**src/rtl/uart_tx_capture.sv**
```systemverilog
// rtl/uart_tx_capture.sv - 8N1 UART receiver with show-ahead byte FIFO and framing/overrun flags
module uart_tx_capture #(
  parameter int CLKS_PER_BIT = 104,
  parameter int FIFO_DEPTH   = 16
) (
  input  logic                             clk12,
  input  logic                             rst_n,
  input  logic                             rx,
  output logic [7:0]                       out_data,
  output logic                             out_valid,
  input  logic                             out_ready,
  output logic                             frame_err,
  output logic                             overrun,
  output logic [$clog2(FIFO_DEPTH+1)-1:0]  fifo_level,
  output logic                             busy
);

  localparam int LW = $clog2(FIFO_DEPTH + 1);
  localparam int PW = $clog2(FIFO_DEPTH);
  localparam logic [15:0] C_BIT_RELOAD  = 16'(CLKS_PER_BIT - 1);
  localparam logic [15:0] C_HALF_RELOAD = 16'(CLKS_PER_BIT / 2 - 1);

  typedef enum logic [2:0] {
    S_IDLE,
    S_START,
    S_DATA,
    S_STOP,
    S_BREAK
  } state_t;

  logic          r_rx_meta;
  logic          r_rx_s;
  state_t        r_state;
  state_t        w_next;
  logic [15:0]   r_cnt;
  logic [2:0]    r_bit_idx;
  logic [7:0]    r_shift;
  logic [7:0]    r_mem [FIFO_DEPTH];
  logic [PW-1:0] r_wr_ptr;
  logic [PW-1:0] r_rd_ptr;
  logic [LW-1:0] r_level;

  logic          w_cnt_zero;
  logic          w_push;
  logic          w_full;
  logic          w_pop;
  logic          w_accept;

  assign w_cnt_zero = (r_cnt == 16'd0);

  // Two-flop synchronizer; idles high so reset never looks like a start edge
  always_ff @(posedge clk12 or negedge rst_n) begin
    if (!rst_n) begin
      r_rx_meta <= 1'b1;
      r_rx_s    <= 1'b1;
    end else begin
      r_rx_meta <= rx;
      r_rx_s    <= r_rx_meta;
    end
  end

  // FSM state register
  always_ff @(posedge clk12 or negedge rst_n) begin
    if (!rst_n) begin
      r_state <= S_IDLE;
    end else begin
      r_state <= w_next;
    end
  end

  // Next-state decode; every sample is taken when the bit counter hits zero
  always_comb begin
    w_next = r_state;
    case (r_state)
      S_IDLE:  if (!r_rx_s) w_next = S_START;
      S_START: if (w_cnt_zero) w_next = r_rx_s ? S_IDLE : S_DATA;
      S_DATA:  if (w_cnt_zero && (r_bit_idx == 3'd7)) w_next = S_STOP;
      S_STOP:  if (w_cnt_zero) w_next = r_rx_s ? S_IDLE : S_BREAK;
      S_BREAK: if (r_rx_s) w_next = S_IDLE;
      default: w_next = S_IDLE;
    endcase
  end

  // FSM outputs: busy level, push strobe and framing-error pulse
  always_comb begin
    busy      = (r_state != S_IDLE);
    w_push    = 1'b0;
    frame_err = 1'b0;
    if (r_state == S_STOP && w_cnt_zero) begin
      w_push    = r_rx_s;
      frame_err = !r_rx_s;
    end
  end

  // Bit timer, bit index and LSB-first shift register
  always_ff @(posedge clk12 or negedge rst_n) begin
    if (!rst_n) begin
      r_cnt     <= 16'd0;
      r_bit_idx <= 3'd0;
      r_shift   <= 8'd0;
    end else begin
      case (r_state)
        S_IDLE: begin
          if (!r_rx_s) r_cnt <= C_HALF_RELOAD;
        end
        S_START: begin
          if (!w_cnt_zero) begin
            r_cnt <= r_cnt - 16'd1;
          end else if (!r_rx_s) begin
            r_cnt     <= C_BIT_RELOAD;
            r_bit_idx <= 3'd0;
          end
        end
        S_DATA: begin
          if (!w_cnt_zero) begin
            r_cnt <= r_cnt - 16'd1;
          end else begin
            r_shift   <= {r_rx_s, r_shift[7:1]};
            r_cnt     <= C_BIT_RELOAD;
            r_bit_idx <= r_bit_idx + 3'd1;
          end
        end
        S_STOP: begin
          if (!w_cnt_zero) r_cnt <= r_cnt - 16'd1;
        end
        default: r_cnt <= 16'd0;
      endcase
    end
  end

  // FIFO control: a pop in the same cycle frees a slot for a push into a full FIFO
  assign w_full    = (r_level == LW'(FIFO_DEPTH));
  assign out_valid = (r_level != '0);
  assign w_pop     = out_valid & out_ready;
  assign w_accept  = w_push & (~w_full | w_pop);
  assign overrun   = w_push & w_full & ~w_pop;
  assign out_data  = out_valid ? r_mem[r_rd_ptr] : 8'h00;
  assign fifo_level = r_level;

  // FIFO pointers and occupancy; full/empty come from the level only
  always_ff @(posedge clk12 or negedge rst_n) begin
    if (!rst_n) begin
      r_wr_ptr <= '0;
      r_rd_ptr <= '0;
      r_level  <= '0;
    end else begin
      if (w_accept) r_wr_ptr <= r_wr_ptr + PW'(1);
      if (w_pop)    r_rd_ptr <= r_rd_ptr + PW'(1);
      if (w_accept && !w_pop) begin
        r_level <= r_level + LW'(1);
      end else if (!w_accept && w_pop) begin
        r_level <= r_level - LW'(1);
      end
    end
  end

  // FIFO storage; contents are don't-care until written
  always_ff @(posedge clk12) begin
    if (w_accept) r_mem[r_wr_ptr] <= r_shift;
  end

endmodule

```
**config.mk**
```make
export PLATFORM = sky130hd
export DESIGN_NAME = uart_tx_capture
export DESIGN_NICKNAME = d
export VERILOG_FILES = /design/src/rtl/uart_tx_capture.sv
export SDC_FILE = /design/constraint.sdc
export NUM_CORES = 1
export LEC_CHECK = 0
export BUFFER_PORTS_ARGS = -buffer_cell sky130_fd_sc_hd__buf_2
export CAP_MARGIN = 20
export CORE_ASPECT_RATIO = 1.5
export CORE_MARGIN = 2
export CORE_UTILIZATION = 38
export CTS_CLUSTER_DIAMETER = 150
export DETAILED_ROUTE_END_ITERATION = 6
export PLACE_DENSITY_LB_ADDON = 0.05
export SETUP_SLACK_MARGIN = 0.02
export SYNTH_ARGS = -nofsm -noshare
export SYNTH_HDL_FRONTEND = slang
export SYNTH_SLANG_ARGS = --single-unit
```
**constraint.sdc**
```tcl
create_clock -name clk12 -period 4.65 [get_ports clk12]
set_input_delay 0.6975 -clock clk12 [delete_from_list [all_inputs] [get_ports clk12]]
set_output_delay 0.6975 -clock clk12 [all_outputs]
set_load 0.02 [all_outputs]
```
# Word level (Yosys, flattened, before mapping)
# Memories as Yosys holds them, arrays and structs flattened.
# Index checks and enable logic that the tools add are counted.
[totals]
reg_bits = 45
mem_count = 1
output_inout_bits = 17
elab_cells = 80
mem_bits_rw = 128
[memory_table]
columns = ["name", "depth", "word_bits", "rd", "rd_clocked_by_memory_dff", "write_ports", "line_no", "source"]
rows = [
  ["r_mem", 16, 8, 1, 0, 1, "38", "logic [7:0] r_mem [FIFO_DEPTH];"],
]
[classes]
n_eq_ne = 15
n_mux = 25
n_bitwise = 7
n_addsub = 6
n_reduce_logical = 17
[op_table]
columns = ["op", "count"]
rows = [
  ["$mux W16", 5],
  ["$pmux W16 S4", 1],
  ["$mux W3", 9],
  ["$logic_not A16 Y1", 1],
  ["$ne A2 B2 Y1 const B", 8],
  ["$sub A16 B1 Y16 const B", 1],
  ["$pmux W3 S5", 1],
  ["$mux W5", 2],
  ["$add A4 B1 Y4 const B", 2],
  ["$mux W8", 1],
  ["$eq A3 B2 Y1 const B", 2],
  ["$eq A3 B3 Y1 const B", 2],
  ["$pmux W3 S2", 1],
  ["$add A5 B1 Y5 const B", 1],
  ["$eq A5 B5 Y1 const B", 1],
  ["$reduce_and A5 Y1", 1],
  ["$reduce_bool A5 Y1", 1],
  ["$sub A5 B1 Y5 const B", 1],
  ["$and A1 B1 Y1", 4],
  ["$logic_and A1 B1 Y1", 4],
  ["$mux W1", 4],
  ["$reduce_and A4 Y1", 1],
  ["$reduce_bool A2 Y1", 2],
  ["$add A3 B1 Y3 const B", 1],
  ["10 further kinds", 13],
]

# Logic depth before layout (Yosys ltp)
[depth]
ltp_word = 8
ltp_mapped = 14
depth_no_buf = 13

# Worst setup path before layout
# Ideal clock, no wire load.
[synth_timing]
path_kind = "reg2reg"
start = "register r_cnt[0]"
end = "register r_level[4] (netlist: fifo_level[4])"
path_stages_with_launch = 15
slack_ns = 1.339
t_required_ns = 4.518
synth_period_minus_slack_ns = 3.311
arrival_ns = 3.179
cell_sequence = "dfrtp_1 inv_1 ha_1 or4b_4 nor4_4 and3_1 buf_2 ha_1 inv_1 fa_1 a21o_1 a21oi_1 xnor2_1 nor2_1 xor2_1"
[synth_between]
elab_chain_cells = 7
word_cells_on_any_way = 9
classes_between = "2 x mux; 1 x bitwise; 6 x reduce/logical"
[synth_rtl]
columns = ["item", "line_no", "source"]
rows = [
  ["start, declared", "35", "logic [15:0] r_cnt;"],
  ["start signal, assigned", "108", "r_cnt <= r_cnt - 16'd1;"],
  ["start signal, assigned", "116", "r_cnt <= r_cnt - 16'd1;"],
  ["start signal, assigned", "124", "if (!w_cnt_zero) r_cnt <= r_cnt - 16'd1;"],
  ["$logic_not A16 Y1 (*)", "49", "assign w_cnt_zero = (r_cnt == 16'd0);"],
  ["$logic_and A1 B1 Y1 (*)", "89", "if (r_state == S_STOP && w_cnt_zero) begin"],
  ["$mux W1 (*)", "89", ""],
  ["$and A1 B1 Y1 (*)", "135", "assign w_accept = w_push & (~w_full | w_pop);"],
  ["net w_accept", "47", "logic w_accept;"],
  ["$logic_not A1 Y1", "151", "end else if (!w_accept && w_pop) begin"],
  ["$logic_and A1 B1 Y1", "151", ""],
  ["$reduce_bool A2 Y1 (no source line)", "-", ""],
  ["end signal, assigned", "150", "r_level <= r_level + LW'(1);"],
  ["end signal, assigned", "152", "r_level <= r_level - LW'(1);"],
  ["end, declared", "41", "logic [LW-1:0] r_level;"],
]
# The timed path passes the listed nets; every way through them passes the cells marked *.
# A chain may end at the register's enable or synchronous reset.

# Final worst setup path
[layout_timing]
start = "register r_cnt[0]"
end = "register r_level[4] (netlist: fifo_level[4])"
[layout_between]
elab_chain_cells = 7
word_cells_on_any_way = 9
classes_between = "2 x mux; 1 x bitwise; 6 x reduce/logical"
[layout_rtl]
columns = ["item", "line_no"]
rows = [
  ["$logic_not A16 Y1 (*)", "49"],
  ["$logic_and A1 B1 Y1 (*)", "89"],
  ["$mux W1 (*)", "89"],
  ["$and A1 B1 Y1 (*)", "135"],
  ["$logic_not A1 Y1", "151"],
  ["$logic_and A1 B1 Y1", "151"],
  ["$reduce_bool A2 Y1 (no source line)", "-"],
]
# Every way passes the cells marked *; elsewhere a longest branch is shown, timed or not.

==> qor.yml <==
overflow: 0
drive_gt1_frac: 0.223
grt_pass1_vias: 4267
dp_hpwl_um: 11000
synthTopCellsByCount: "edfxtp_1, dfrtp_1, mux4_2"
grt_max_degree: 46
synth_top_family_by_area: "multiplexers"
arrival_ns: 4.03
dpl_worst_slack_ns: 0.922
m1WireLength_um: 6300
clk_latency_ns: 0.42
synthDistinctLibCells: 53
setup.worst_path.end_class: "flip-flop"
ys.flop_type: "edfxtp_1"
finalCritPeriodShare: 0.803
hold_buffers: 0
drc: 0
top_layer_used: "met4"
slowest_stage: "or4b_4"
nNetsFinal: 493
syn-cell-area_um2: 7490
finalCriticalPeriod_ns: 3.73
hold_violations: 0
synth_compound_area_frac: 0.0516
cp-start-kind: "flip-flop"
cpPeakStageDelay_ns: 0.52
globalplace.congestion: 0.799
tns_ns: 0
switching_share: 0.204
vias_per_cell: 5.33
rsz0062_at_grt: "false"
ys_top_cells_by_area: "edfxtp_1, dfrtp_1, mux4_2"
htreeDepth: 4
clockBufferDepth: 2
power_switching_uw: 597
cts_buffers: 17
antenna_found_initial: 0
cts_tree: "built"
drt-total-wl_um: 16100
grt_usage: 0.164
dieArea_um2: 20900
synth.top_cell.area_share: 0.513
critPathTopFamily: "simple AND/OR/NAND/NOR gates"
cts.sinks: 173
critPathKind: "flip-flop to flip-flop"
synth-xor-area-share: 0.0164
die_x_um: 119
wl_met2_um: 9080
pwr-share-clk: 0.434
syn_nets: 473
max_slew_margin: 0.305
crit_chain: "inv_1 -> ha_1 -> or4b_4 -> nor4_4 -> and3_1 -> ha_1 -> inv_1 -> fa_1 -> a21o_1 -> a21oi_1 -> xnor2_1 -> nor2_1 -> xor2_1"
synthArstFlopShare: 0.260
insertedDiodeCount: 0
syn_area_per_cell_um2: 16.5
r2r_setup_slack_ns: 0.92
setup_viol: 0
io_pins: 21
finalMaxSlewViolations: 0
fmax_ghz: 0.268
status: "completed"
hold_class: "input pin to asynchronous set/reset pin"
p_per_area_nw_per_um2: 349
synthAdderAreaFrac: 0.0244
area_delta_synth_final_pct: 11.7
die_h_um: 176
postCtsSetupBuffers: 0
synth.most_common_cell: "edfxtp_1"
ant_nets: 0
yosys_warnings: 0
wire_per_inst_um: 21.6
p_leak_uw: 0.00335
seqPwrFrac: 0.562
p_int_uw: 2330
ctsResizeCount: 0
tightest_slew_ns: 1.04
synth_mux_area_frac: 0.137
firstDrtPassIters: 4
reg2reg_from: "r_cnt[0]"
ir_worst_vdd_mv: 0.224
path_max_fanout: 10
synth_cells: 455
met3_wirelength_um: 386
grt_pass1_wl_um: 25400
pwr-share-comb: 0.004
synth_top_cell_by_area: "edfxtp_1"
fin_ws_ns: 0.917
cts-root-buf: "clkbuf_16"
r2r_end: "fifo_level[4]"
n_fill_cell: 1800
maxCapViolCount: 0
synth-seq-cells: 173
rows: 62
drt_iter0_markers: 271
vias: 3965
clock-skew-final_ns: 0.00747
required_ns: 4.95
synth_edf_count: 128
port_buffers: 20
yosys.area_share.simple: 0.0872
r2r.worst_path.cells: 13
initial_core_util: 0.389
synth_seq_area_share: 0.664
clkTransAtPathRegs_ns: 0.06
crit_buf_inv: 2
fp.coreArea_um2: 19200
==> stage by stage <==
stage	util	cells	cell area [µm²]	power, µW	hold slack, ns
after global placement	0.408	712	7850	1690	0.347
after CTS	0.435	744	8370	2960	0.357
final	0.435	744	8370	2930	0.355
after detailed placement	0.408	712	7850	1690	0.347
after floorplan	-	455	7490	1680	0.345
after global routing	0.435	744	8370	3020	0.357
==> layer usage <==
metal | up-vias | GRT usage
li1 | 1832 | -
met1 | 2055 | 0.187
met2 | 64 | 0.309
met3 | 14 | 0.0294
met4 | 0 | 0.0546
met5 | - | 0
==> cells in the final DEF, fill, tap and decap left out, types with 3 or more instances in the layout <==
master and n:
clkinv_2 4, o21ai_0 4, buf_2 20, nor2_1 24
inv_1 12, a21o_1 5, nand3b_1 5, nor3_1 15
xor2_1 3, and2_1 25, mux2_4 7, clkinvlp_4 3
edfxtp_1 128, inv_6 5, a21oi_1 18, clkbuf_16 17
nor4_1 5, xnor2_1 11, dfrtp_1 42, or3_1 4
mux4_2 40, o41ai_1 4, nand2b_1 3, nand2_1 13
a221o_1 5, ha_1 13, nand4_1 4, nand3_1 3
a211oi_1 5
==> state kept, by name (all words and copies together), names as in the netlist <==
name,flops
r_shift,8
r_bit_idx,3
r_rd_ptr,4
r_state,3
fifo_level,5
r_wr_ptr,4
r_rx_meta,1
r_cnt,16
r_mem,128
r_rx_s,1
==> power groups by stage <==
stage	Clock [µW]	Combinational, µW	Sequential, µW
2_1_floorplan	0	2.73	1670
3_3_place_gp	0	13.7	1680
3_5_place_dp	0	14.0	1680
4_1_cts	1310	14.0	1640
5_1_grt	1370	15.5	1640
6_report	1270	13.0	1640
==> worst max-delay path by stage <==
stage / cells past startpoint / start / slack [ns] / to
final: 13 / r_cnt[0] / 0.92 / fifo_level[4]
after global routing: 13 / r_cnt[0] / 0.67 / fifo_level[4]
after CTS: 13 / r_cnt[0] / 0.91 / fifo_level[4]
after detailed placement: 13 / r_cnt[0] / 0.92 / fifo_level[4]
after global placement: 13 / r_cnt[0] / 1.03 / fifo_level[4]
after floorplan: 14 / r_cnt[0] / 1.34 / fifo_level[4]
==> area by class of cell <==
class | count | area [µm²] | area share
clock buffer | 18 | 429 | 0.0513
multi-input combinational | 248 | 2370 | 0.284
clock inverter | 14 | 93.8 | 0.0112
inverter | 12 | 45.0 | 0.00538
sequential | 173 | 4970 | 0.594
tap | 256 | 320 | 0.0383
timing repair buffer | 23 | 135 | 0.0161
==> cells by family after synthesis <==
| kind of cell | after synthesis |
|---|---|
| buffers and inverters | 34 |
| AOI/OAI and AO/OA | 56 |
| DFF | 173 |
| xor gates and xnor gates | 14 |
| muxes | 49 |
| and+or+nand+nor | 115 |
| adders and majority gates | 14 |
No activity file was read; power rests on OpenSTA's default activity.
